<file path="src/rtl/ife_redundant_dispatch_ctrl_if.sv">
// Handshake and bus bundle for the redundant dispatch controller.
// The slave modport is the controller's view and the master modport is the environment's view.
interface ife_redundant_dispatch_ctrl_if #(
  parameter int BLOCK_ID_WIDTH = 8,
  parameter int INSTR_WIDTH    = 32,
  parameter int BLOCK_SIZE     = 4,
  parameter int NUM_CORES      = 4,
  parameter int SIG_WIDTH      = 64,
  parameter int CNT_WIDTH      = 16
);
  logic                              par_enable;
  logic                              in_valid;
  logic                              in_ready;
  logic [BLOCK_ID_WIDTH-1:0]         in_block_id;
  logic [BLOCK_SIZE*INSTR_WIDTH-1:0] in_block_data;
  logic [NUM_CORES-1:0]              core_busy;
  logic [NUM_CORES-1:0]              disp_valid;
  logic [BLOCK_ID_WIDTH-1:0]         disp_block_id;
  logic [BLOCK_SIZE*INSTR_WIDTH-1:0] disp_block_data;
  logic [NUM_CORES-1:0]              res_valid;
  logic [NUM_CORES*SIG_WIDTH-1:0]    res_sig;
  logic                              commit_valid;
  logic [BLOCK_ID_WIDTH-1:0]         commit_block_id;
  logic                              serial_valid;
  logic                              serial_ready;
  logic [BLOCK_ID_WIDTH-1:0]         serial_block_id;
  logic [BLOCK_SIZE*INSTR_WIDTH-1:0] serial_block_data;
  logic [1:0]                        serial_reason;
  logic [CNT_WIDTH-1:0]              cnt_commit;
  logic [CNT_WIDTH-1:0]              cnt_fallback;

  modport slave (
    input  par_enable, in_valid, in_block_id, in_block_data, core_busy,
           res_valid, res_sig, serial_ready,
    output in_ready, disp_valid, disp_block_id, disp_block_data,
           commit_valid, commit_block_id, serial_valid, serial_block_id,
           serial_block_data, serial_reason, cnt_commit, cnt_fallback
  );

  modport master (
    output par_enable, in_valid, in_block_id, in_block_data, core_busy,
           res_valid, res_sig, serial_ready,
    input  in_ready, disp_valid, disp_block_id, disp_block_data,
           commit_valid, commit_block_id, serial_valid, serial_block_id,
           serial_block_data, serial_reason, cnt_commit, cnt_fallback
  );
endinterface

</file>
<file path="src/rtl/ife_redundant_dispatch_ctrl.sv">
// Redundant dispatch/commit controller: one block at a time is sent to REDUNDANCY
// idle cores, committed when all returned signatures agree, and otherwise handed to
// the serial fallback path with a reason code. Commit/fallback counts saturate.
module ife_redundant_dispatch_ctrl #(
  parameter int BLOCK_ID_WIDTH = 8,
  parameter int INSTR_WIDTH    = 32,
  parameter int BLOCK_SIZE     = 4,
  parameter int NUM_CORES      = 4,
  parameter int REDUNDANCY     = 2,
  parameter int SIG_WIDTH      = 64,
  parameter int ALLOC_LIMIT    = 16,
  parameter int TIMEOUT        = 64,
  parameter int CNT_WIDTH      = 16
) (
  input logic clk,
  input logic rst,
  ife_redundant_dispatch_ctrl_if.slave bus
);
  localparam int DATA_W = BLOCK_SIZE * INSTR_WIDTH;
  localparam int ATW    = $clog2(ALLOC_LIMIT + 1);
  localparam int TTW    = $clog2(TIMEOUT + 1);
  localparam logic [ATW-1:0] ALLOC_END = ATW'(ALLOC_LIMIT);
  localparam logic [TTW-1:0] WAIT_END  = TTW'(TIMEOUT);

  localparam logic [1:0] RSN_BYPASS   = 2'd0;
  localparam logic [1:0] RSN_NOCORES  = 2'd1;
  localparam logic [1:0] RSN_TIMEOUT  = 2'd2;
  localparam logic [1:0] RSN_MISMATCH = 2'd3;

  typedef enum logic [2:0] {IDLE, ALLOC, WAIT, COMPARE, SERIAL} state_t;

  state_t                    state;
  logic                      in_ready_q;
  logic [BLOCK_ID_WIDTH-1:0] id_q;
  logic [DATA_W-1:0]         data_q;
  logic [NUM_CORES-1:0]      sel_mask;
  logic [NUM_CORES-1:0]      seen_mask;
  logic [NUM_CORES-1:0]      disp_valid_q;
  logic [ATW-1:0]            alloc_tmr;
  logic [TTW-1:0]            res_tmr;
  logic [SIG_WIDTH-1:0]      sig_q [NUM_CORES];
  logic                      commit_valid_q;
  logic [BLOCK_ID_WIDTH-1:0] commit_id_q;
  logic                      serial_valid_q;
  logic [1:0]                reason_q;
  logic [CNT_WIDTH-1:0]      cnt_commit_q;
  logic [CNT_WIDTH-1:0]      cnt_fallback_q;

  logic                      enough_idle;
  logic [NUM_CORES-1:0]      pick_mask;
  logic [NUM_CORES-1:0]      cap_mask;
  logic [NUM_CORES-1:0]      seen_next;
  logic                      sigs_equal;
  logic [ATW-1:0]            alloc_tmr_inc;
  logic [TTW-1:0]            res_tmr_inc;

  function automatic logic [CNT_WIDTH-1:0] sat_inc(input logic [CNT_WIDTH-1:0] v);
    return (&v) ? v : v + CNT_WIDTH'(1);
  endfunction

  assign alloc_tmr_inc = alloc_tmr + ATW'(1);
  assign res_tmr_inc   = res_tmr + TTW'(1);
  assign cap_mask      = bus.res_valid & sel_mask & ~seen_mask;
  assign seen_next     = seen_mask | cap_mask;

  // Count idle cores and pick the lowest-index REDUNDANCY of them.
  always_comb begin
    int idle_cnt;
    int picked;
    idle_cnt  = 0;
    picked    = 0;
    pick_mask = '0;
    for (int i = 0; i < NUM_CORES; i++) begin
      if (!bus.core_busy[i]) begin
        idle_cnt = idle_cnt + 1;
        if (picked < REDUNDANCY) begin
          pick_mask[i] = 1'b1;
          picked       = picked + 1;
        end
      end
    end
    enough_idle = (idle_cnt >= REDUNDANCY);
  end

  // All captured signatures of the selected cores agree with the first selected one.
  always_comb begin
    logic [SIG_WIDTH-1:0] ref_sig;
    logic                 found;
    ref_sig    = '0;
    found      = 1'b0;
    sigs_equal = 1'b1;
    for (int i = 0; i < NUM_CORES; i++) begin
      if (sel_mask[i]) begin
        if (!found) begin
          ref_sig = sig_q[i];
          found   = 1'b1;
        end else if (sig_q[i] != ref_sig) begin
          sigs_equal = 1'b0;
        end
      end
    end
  end

  // Control FSM with registered outputs, latches, timers and statistics.
  always_ff @(posedge clk or posedge rst) begin
    if (rst) begin
      state          <= IDLE;
      in_ready_q     <= 1'b0;
      id_q           <= '0;
      data_q         <= '0;
      sel_mask       <= '0;
      seen_mask      <= '0;
      disp_valid_q   <= '0;
      alloc_tmr      <= '0;
      res_tmr        <= '0;
      commit_valid_q <= 1'b0;
      commit_id_q    <= '0;
      serial_valid_q <= 1'b0;
      reason_q       <= '0;
      cnt_commit_q   <= '0;
      cnt_fallback_q <= '0;
      for (int i = 0; i < NUM_CORES; i++) sig_q[i] <= '0;
    end else begin
      disp_valid_q   <= '0;
      commit_valid_q <= 1'b0;
      case (state)
        IDLE: begin
          in_ready_q <= 1'b1;
          if (bus.in_valid && in_ready_q) begin
            id_q       <= bus.in_block_id;
            data_q     <= bus.in_block_data;
            in_ready_q <= 1'b0;
            if (bus.par_enable) begin
              alloc_tmr <= '0;
              state     <= ALLOC;
            end else begin
              serial_valid_q <= 1'b1;
              reason_q       <= RSN_BYPASS;
              state          <= SERIAL;
            end
          end
        end
        ALLOC: begin
          if (enough_idle) begin
            sel_mask     <= pick_mask;
            disp_valid_q <= pick_mask;
            seen_mask    <= '0;
            res_tmr      <= '0;
            state        <= WAIT;
          end else if (alloc_tmr_inc == ALLOC_END) begin
            serial_valid_q <= 1'b1;
            reason_q       <= RSN_NOCORES;
            state          <= SERIAL;
          end else begin
            alloc_tmr <= alloc_tmr_inc;
          end
        end
        WAIT: begin
          for (int i = 0; i < NUM_CORES; i++) begin
            if (cap_mask[i]) sig_q[i] <= bus.res_sig[i*SIG_WIDTH +: SIG_WIDTH];
          end
          seen_mask <= seen_next;
          if (seen_next == sel_mask) begin
            state <= COMPARE;
          end else if (res_tmr_inc == WAIT_END) begin
            serial_valid_q <= 1'b1;
            reason_q       <= RSN_TIMEOUT;
            state          <= SERIAL;
          end else begin
            res_tmr <= res_tmr_inc;
          end
        end
        COMPARE: begin
          if (sigs_equal) begin
            commit_valid_q <= 1'b1;
            commit_id_q    <= id_q;
            cnt_commit_q   <= sat_inc(cnt_commit_q);
            in_ready_q     <= 1'b1;
            state          <= IDLE;
          end else begin
            serial_valid_q <= 1'b1;
            reason_q       <= RSN_MISMATCH;
            state          <= SERIAL;
          end
        end
        SERIAL: begin
          if (bus.serial_ready) begin
            serial_valid_q <= 1'b0;
            cnt_fallback_q <= sat_inc(cnt_fallback_q);
            in_ready_q     <= 1'b1;
            state          <= IDLE;
          end
        end
        default: begin
          in_ready_q <= 1'b1;
          state      <= IDLE;
        end
      endcase
    end
  end

  assign bus.in_ready          = in_ready_q;
  assign bus.disp_valid        = disp_valid_q;
  assign bus.disp_block_id     = id_q;
  assign bus.disp_block_data   = data_q;
  assign bus.commit_valid      = commit_valid_q;
  assign bus.commit_block_id   = commit_id_q;
  assign bus.serial_valid      = serial_valid_q;
  assign bus.serial_block_id   = id_q;
  assign bus.serial_block_data = data_q;
  assign bus.serial_reason     = reason_q;
  assign bus.cnt_commit        = cnt_commit_q;
  assign bus.cnt_fallback      = cnt_fallback_q;
endmodule
</file>
<file path="src/flat_wrapper.sv">
// flat-port wrapper written by rule: the top's interface ports become plain ports
module ife_redundant_dispatch_ctrl_flat 
#(
  parameter int BLOCK_ID_WIDTH = 8,
  parameter int INSTR_WIDTH    = 32,
  parameter int BLOCK_SIZE     = 4,
  parameter int NUM_CORES      = 4,
  parameter int REDUNDANCY     = 2,
  parameter int SIG_WIDTH      = 64,
  parameter int ALLOC_LIMIT    = 16,
  parameter int TIMEOUT        = 64,
  parameter int CNT_WIDTH      = 16
)
  (clk, rst, bus_par_enable, bus_in_valid, bus_in_block_id, bus_in_block_data, bus_core_busy, bus_res_valid, bus_res_sig, bus_serial_ready, bus_in_ready, bus_disp_valid, bus_disp_block_id, bus_disp_block_data, bus_commit_valid, bus_commit_block_id, bus_serial_valid, bus_serial_block_id, bus_serial_block_data, bus_serial_reason, bus_cnt_commit, bus_cnt_fallback);
  ife_redundant_dispatch_ctrl_if #(.BLOCK_ID_WIDTH(BLOCK_ID_WIDTH), .INSTR_WIDTH(INSTR_WIDTH), .BLOCK_SIZE(BLOCK_SIZE), .NUM_CORES(NUM_CORES), .SIG_WIDTH(SIG_WIDTH), .CNT_WIDTH(CNT_WIDTH)) bus_i ();
  input logic clk;
  input logic rst;
  input wire logic [$bits(bus_i.par_enable)-1:0] bus_par_enable;
  input wire logic [$bits(bus_i.in_valid)-1:0] bus_in_valid;
  input wire logic [$bits(bus_i.in_block_id)-1:0] bus_in_block_id;
  input wire logic [$bits(bus_i.in_block_data)-1:0] bus_in_block_data;
  input wire logic [$bits(bus_i.core_busy)-1:0] bus_core_busy;
  input wire logic [$bits(bus_i.res_valid)-1:0] bus_res_valid;
  input wire logic [$bits(bus_i.res_sig)-1:0] bus_res_sig;
  input wire logic [$bits(bus_i.serial_ready)-1:0] bus_serial_ready;
  output wire logic [$bits(bus_i.in_ready)-1:0] bus_in_ready;
  output wire logic [$bits(bus_i.disp_valid)-1:0] bus_disp_valid;
  output wire logic [$bits(bus_i.disp_block_id)-1:0] bus_disp_block_id;
  output wire logic [$bits(bus_i.disp_block_data)-1:0] bus_disp_block_data;
  output wire logic [$bits(bus_i.commit_valid)-1:0] bus_commit_valid;
  output wire logic [$bits(bus_i.commit_block_id)-1:0] bus_commit_block_id;
  output wire logic [$bits(bus_i.serial_valid)-1:0] bus_serial_valid;
  output wire logic [$bits(bus_i.serial_block_id)-1:0] bus_serial_block_id;
  output wire logic [$bits(bus_i.serial_block_data)-1:0] bus_serial_block_data;
  output wire logic [$bits(bus_i.serial_reason)-1:0] bus_serial_reason;
  output wire logic [$bits(bus_i.cnt_commit)-1:0] bus_cnt_commit;
  output wire logic [$bits(bus_i.cnt_fallback)-1:0] bus_cnt_fallback;
  assign bus_i.par_enable = bus_par_enable;
  assign bus_i.in_valid = bus_in_valid;
  assign bus_i.in_block_id = bus_in_block_id;
  assign bus_i.in_block_data = bus_in_block_data;
  assign bus_i.core_busy = bus_core_busy;
  assign bus_i.res_valid = bus_res_valid;
  assign bus_i.res_sig = bus_res_sig;
  assign bus_i.serial_ready = bus_serial_ready;
  assign bus_in_ready = bus_i.in_ready;
  assign bus_disp_valid = bus_i.disp_valid;
  assign bus_disp_block_id = bus_i.disp_block_id;
  assign bus_disp_block_data = bus_i.disp_block_data;
  assign bus_commit_valid = bus_i.commit_valid;
  assign bus_commit_block_id = bus_i.commit_block_id;
  assign bus_serial_valid = bus_i.serial_valid;
  assign bus_serial_block_id = bus_i.serial_block_id;
  assign bus_serial_block_data = bus_i.serial_block_data;
  assign bus_serial_reason = bus_i.serial_reason;
  assign bus_cnt_commit = bus_i.cnt_commit;
  assign bus_cnt_fallback = bus_i.cnt_fallback;
  ife_redundant_dispatch_ctrl #(.BLOCK_ID_WIDTH(BLOCK_ID_WIDTH), .INSTR_WIDTH(INSTR_WIDTH), .BLOCK_SIZE(BLOCK_SIZE), .NUM_CORES(NUM_CORES), .REDUNDANCY(REDUNDANCY), .SIG_WIDTH(SIG_WIDTH), .ALLOC_LIMIT(ALLOC_LIMIT), .TIMEOUT(TIMEOUT), .CNT_WIDTH(CNT_WIDTH)) u_core (.clk(clk), .rst(rst), .bus(bus_i));
endmodule
</file>
<file path="config.mk">
export PLATFORM = sky130hd
export DESIGN_NAME = ife_redundant_dispatch_ctrl_flat
export DESIGN_NICKNAME = d
export VERILOG_FILES = /design/src/rtl/ife_redundant_dispatch_ctrl_if.sv /design/src/rtl/ife_redundant_dispatch_ctrl.sv /design/src/flat_wrapper.sv
export SDC_FILE = /design/constraint.sdc
export NUM_CORES = 1
export LEC_CHECK = 0
export ABC_CLOCK_PERIOD_IN_PS = 24300
export BUFFER_PORTS_ARGS = -buffer_cell sky130_fd_sc_hd__buf_2
export CORE_AREA = 2 2 283 285
export DETAILED_ROUTE_END_ITERATION = 10
export DIE_AREA = 0 0 285 287
export MAX_ROUTING_LAYER = met4
export SLEW_MARGIN = 40
export SYNTH_ARGS = -nofsm -noshare
export SYNTH_HDL_FRONTEND = slang
export SYNTH_SLANG_ARGS = --single-unit
</file>
<file path="constraint.sdc">
create_clock -name clk -period 24.3 [get_ports clk]
set_input_delay 4.86 -clock clk [delete_from_list [all_inputs] [get_ports clk]]
set_output_delay 4.86 -clock clk [all_outputs]
set_load 0.02 [all_outputs]
</file>
==> reports/qor.csv <==
metric;value;unit
wirelength;114;mm
p_sw;2.16;mW
p_leak;14.9;nW
peakVddDrop;0.0749;mV
drtIter0Drc;2754;
p_int;2.34;mW
clk_latency;0.63;ns
ctsLongestPathBuffers;3;
drive_gt1_share;33.3;%
gr-total-overflow;0;
grt_antenna_before_repair;32;
ios;726;
cts_hold_buffers;0;
ys_seq_elements;464;
viasPerCell;5.40;
post-route-min-period;6.82;ns
grt_first_pass_wirelength;160;mm
relSlewSlack;39.7;%
htreeDepth;2;
critPathMaxFanout;7;
clkPwrFrac;19.9;%
cts_tree;built;
seqPwrFrac;35.6;%
rsz0062_at_grt;no;
cp-startpoint;bus_core_busy[0];
synth-edff-count;0;
outcome;complete, no violations;
grt_max_degree;110;
track_usage;27.6;%
die_x;285;um
wl_per_cell;26.4;um
grt-busiest-layer;met2;
place_hpwl;89.5;mm
end_kind;register;
synth_warnings;0;
fin_setup_tns;0;ns
start_kind;input port;
layout_common_cells;buf_2, nand2_1, dfrtp_1, mux2_2, o21ai_0;
worstPathRequired;24.79;ns
post-route-period-util;28.1;%
yosysTopAreaCellShare;46.1;%
cts_root_buffer;clkbuf_16;
cpPeakStageDelay;0.56;ns
skew;0.0299;ns
critPathTopFamily;adder cells;
drc;0;
path_clk_slew;0.06;ns
whs;0.498;ns
path_cells;buf_2 > inv_1 > fa_1 > ha_1 > o31ai_1 > nor2_1 > nor4_2 > a21boi_0 > o22ai_1 > a21oi_1;
fp.dieH;287;um
r2r_slack;18.61;ns
synth_top_area_cell;dfrtp_1;
row_count;103;
finalMaxSlewViolations;0;
synthToLayoutAreaGrowth;22.2;%
clock.fmax;0.147;GHz
postSynthAreaPerCell;9.46;um^2
slowest_stage;fa_1;
worstHoldPathType;reg -> reg;
power_per_cell_area;146;nW/um^2
die_area;81800;um^2
utilization;39.2;%
nNetsFinal;3598;
met1_usage;36.5;%
grt.met2_usage;39.8;%
holdCritStartpoint;u_core.bus.disp_block_data[96];
start_util;32.0;%
port_buffers;725;
firstDrtPassIters;8;
synth.cell_area;25200;um^2
numCtsBuffers;55;
p_comb_share;44.5;%
cts.sinks;464;
postCtsSetupRepairBufs;0;
path_buf_inv;2;
switching_share;48.0;%
final_common_cell;buf_2;
postRouteAntennaNets;0;
power;4.49;mW
synth-main-ff-cell;dfrtp_1;
timing.rr.start;u_core.sel_mask[0];
synth.top_cells.by_area;dfrtp_1, mux2_2, nand2_1;
place_congestion;1.00;
hold_viol;0;
ff_latch_area;11600;um^2
arrival;7.31;ns
synthCells;2662;
setup_viol;0;
multi_input_comb_area;11600;um^2
tightest_slew;0.905;ns
use_met3;10.1;%
seq_area_frac_synth;46.1;%
grt_pass1_vias;22004;
syn_nets;3075;
ys_types;83;
cap_viol_max_count;0;
vias;23268;
fillers;8054;
core;78600;um^2
path_class;in -> reg;
synthArstFlopShare;100;%
cts_resized;0;
==> registers in the layout, indices dropped and copies added, names as in the netlist <==
register,count
u_core.bus.disp_block_data,128
u_core.bus.in_ready,1
u_core.bus.commit_block_id,8
u_core.seen_mask,4
u_core.state,3
u_core.bus.serial_reason,2
u_core.sel_mask,4
u_core.alloc_tmr,5
u_core.bus.cnt_fallback,16
u_core.bus.serial_valid,1
u_core.bus.disp_block_id,8
u_core.bus.disp_valid,4
u_core.bus.commit_valid,1
u_core.bus.cnt_commit,16
u_core.sig_q,256
u_core.res_tmr,7
==> cell type report <==
class                      instances  share of cell area (%)
multi-input combinational       1826                    37.8
sequential                       464                    37.7
timing repair buffer             752                    12.6
clock buffer                      81                    5.31
tap                             1050                    4.27
inverter                          86                    1.07
clock inverter                    20                   0.980
antenna                           30                   0.244
==> cells by family after synthesis <==
| group | after synthesis | synth area share (%) |
|---|---|---|
| buf+inv | 372 | 7.89 |
| compound gates | 516 | 13.6 |
| mux | 208 | 9.28 |
| flops | 464 | 46.1 |
| fa+ha+maj | 8 | 0.427 |
| simple gates | 985 | 18.9 |
| xor+xnor | 109 | 3.82 |
==> path summary, 6_finish.rpt <==
| check | end | cells after the start |
|---|---|---|
| setup / recovery | u_core.bus.serial_reason[1] | 10 |
| hold / removal | u_core.bus.disp_block_data[96] | 2 |
| setup reg to reg | u_core.bus.cnt_commit[10] | 12 |
| hold reg to reg | u_core.bus.disp_block_data[96] | 2 |
| max in group asynchronous | u_core.bus.disp_block_data[76] | 5 |
| min in group asynchronous | u_core.sig_q[193] | 2 |
==> synthesized netlist by cell type, types with 13 or more instances <==
cell type,count
nor4bb_1,21
mux2_2,204
xor2_1,28
a2bb2oi_1,23
a221oi_1,27
buf_4,138
a31oi_1,32
buf_2,34
o211ai_1,13
o21ai_0,163
nor4_1,20
a21oi_1,68
nand3b_1,34
or3_1,13
and3b_1,16
and2_1,14
nand3_1,62
a21o_1,15
nor2_1,78
o21a_1,15
nand2_1,565
nand4_1,29
a22oi_1,27
dfrtp_1,464
nor2b_1,20
and3_1,25
inv_1,86
clkbuf_1,95
xnor2_1,80
o22ai_1,33
nor3_1,33
buf_1,15
==> layer usage <==
layer,vias to the layer above,routed length (um)
li1,10325,-
met1,11585,47600
met2,1185,49200
met3,173,13900
met4,0,3020
met5,-,0
==> power groups by stage <==
stage	Combinational, mW	Clock, mW	Sequential [mW]
after global routing	2.14	0.940	1.63
after floorplan	1.31	0	1.48
after global placement	1.95	0	1.58
final	2.00	0.896	1.60
after CTS	1.98	0.909	1.58
after detailed placement	1.97	0	1.59
==> stage by stage <==
step / std cells / instance area (um^2) / setup slack (ns)
6_report: 4309 / 30800 / 17.48
4_1_cts: 4278 / 30700 / 17.21
5_1_grt: 4307 / 30800 / 17.15
3_3_place_gp: 4176 / 28700 / 16.01
2_1_floorplan: 2662 / 25200 / 6.50
3_5_place_dp: 4177 / 28700 / 16.53
==> worst reg2reg max path, delay by kind of cell, from the launching register on <==
kind | cells | cell delay (ns)
buffers and inverters | 2 | 1.42
muxes | 1 | 0.37
DFF | 1 | 0.66
and+or+nand+nor | 6 | 2.10
AOI/OAI and AO/OA | 3 | 1.03
(Power assumes the default switching activity.)
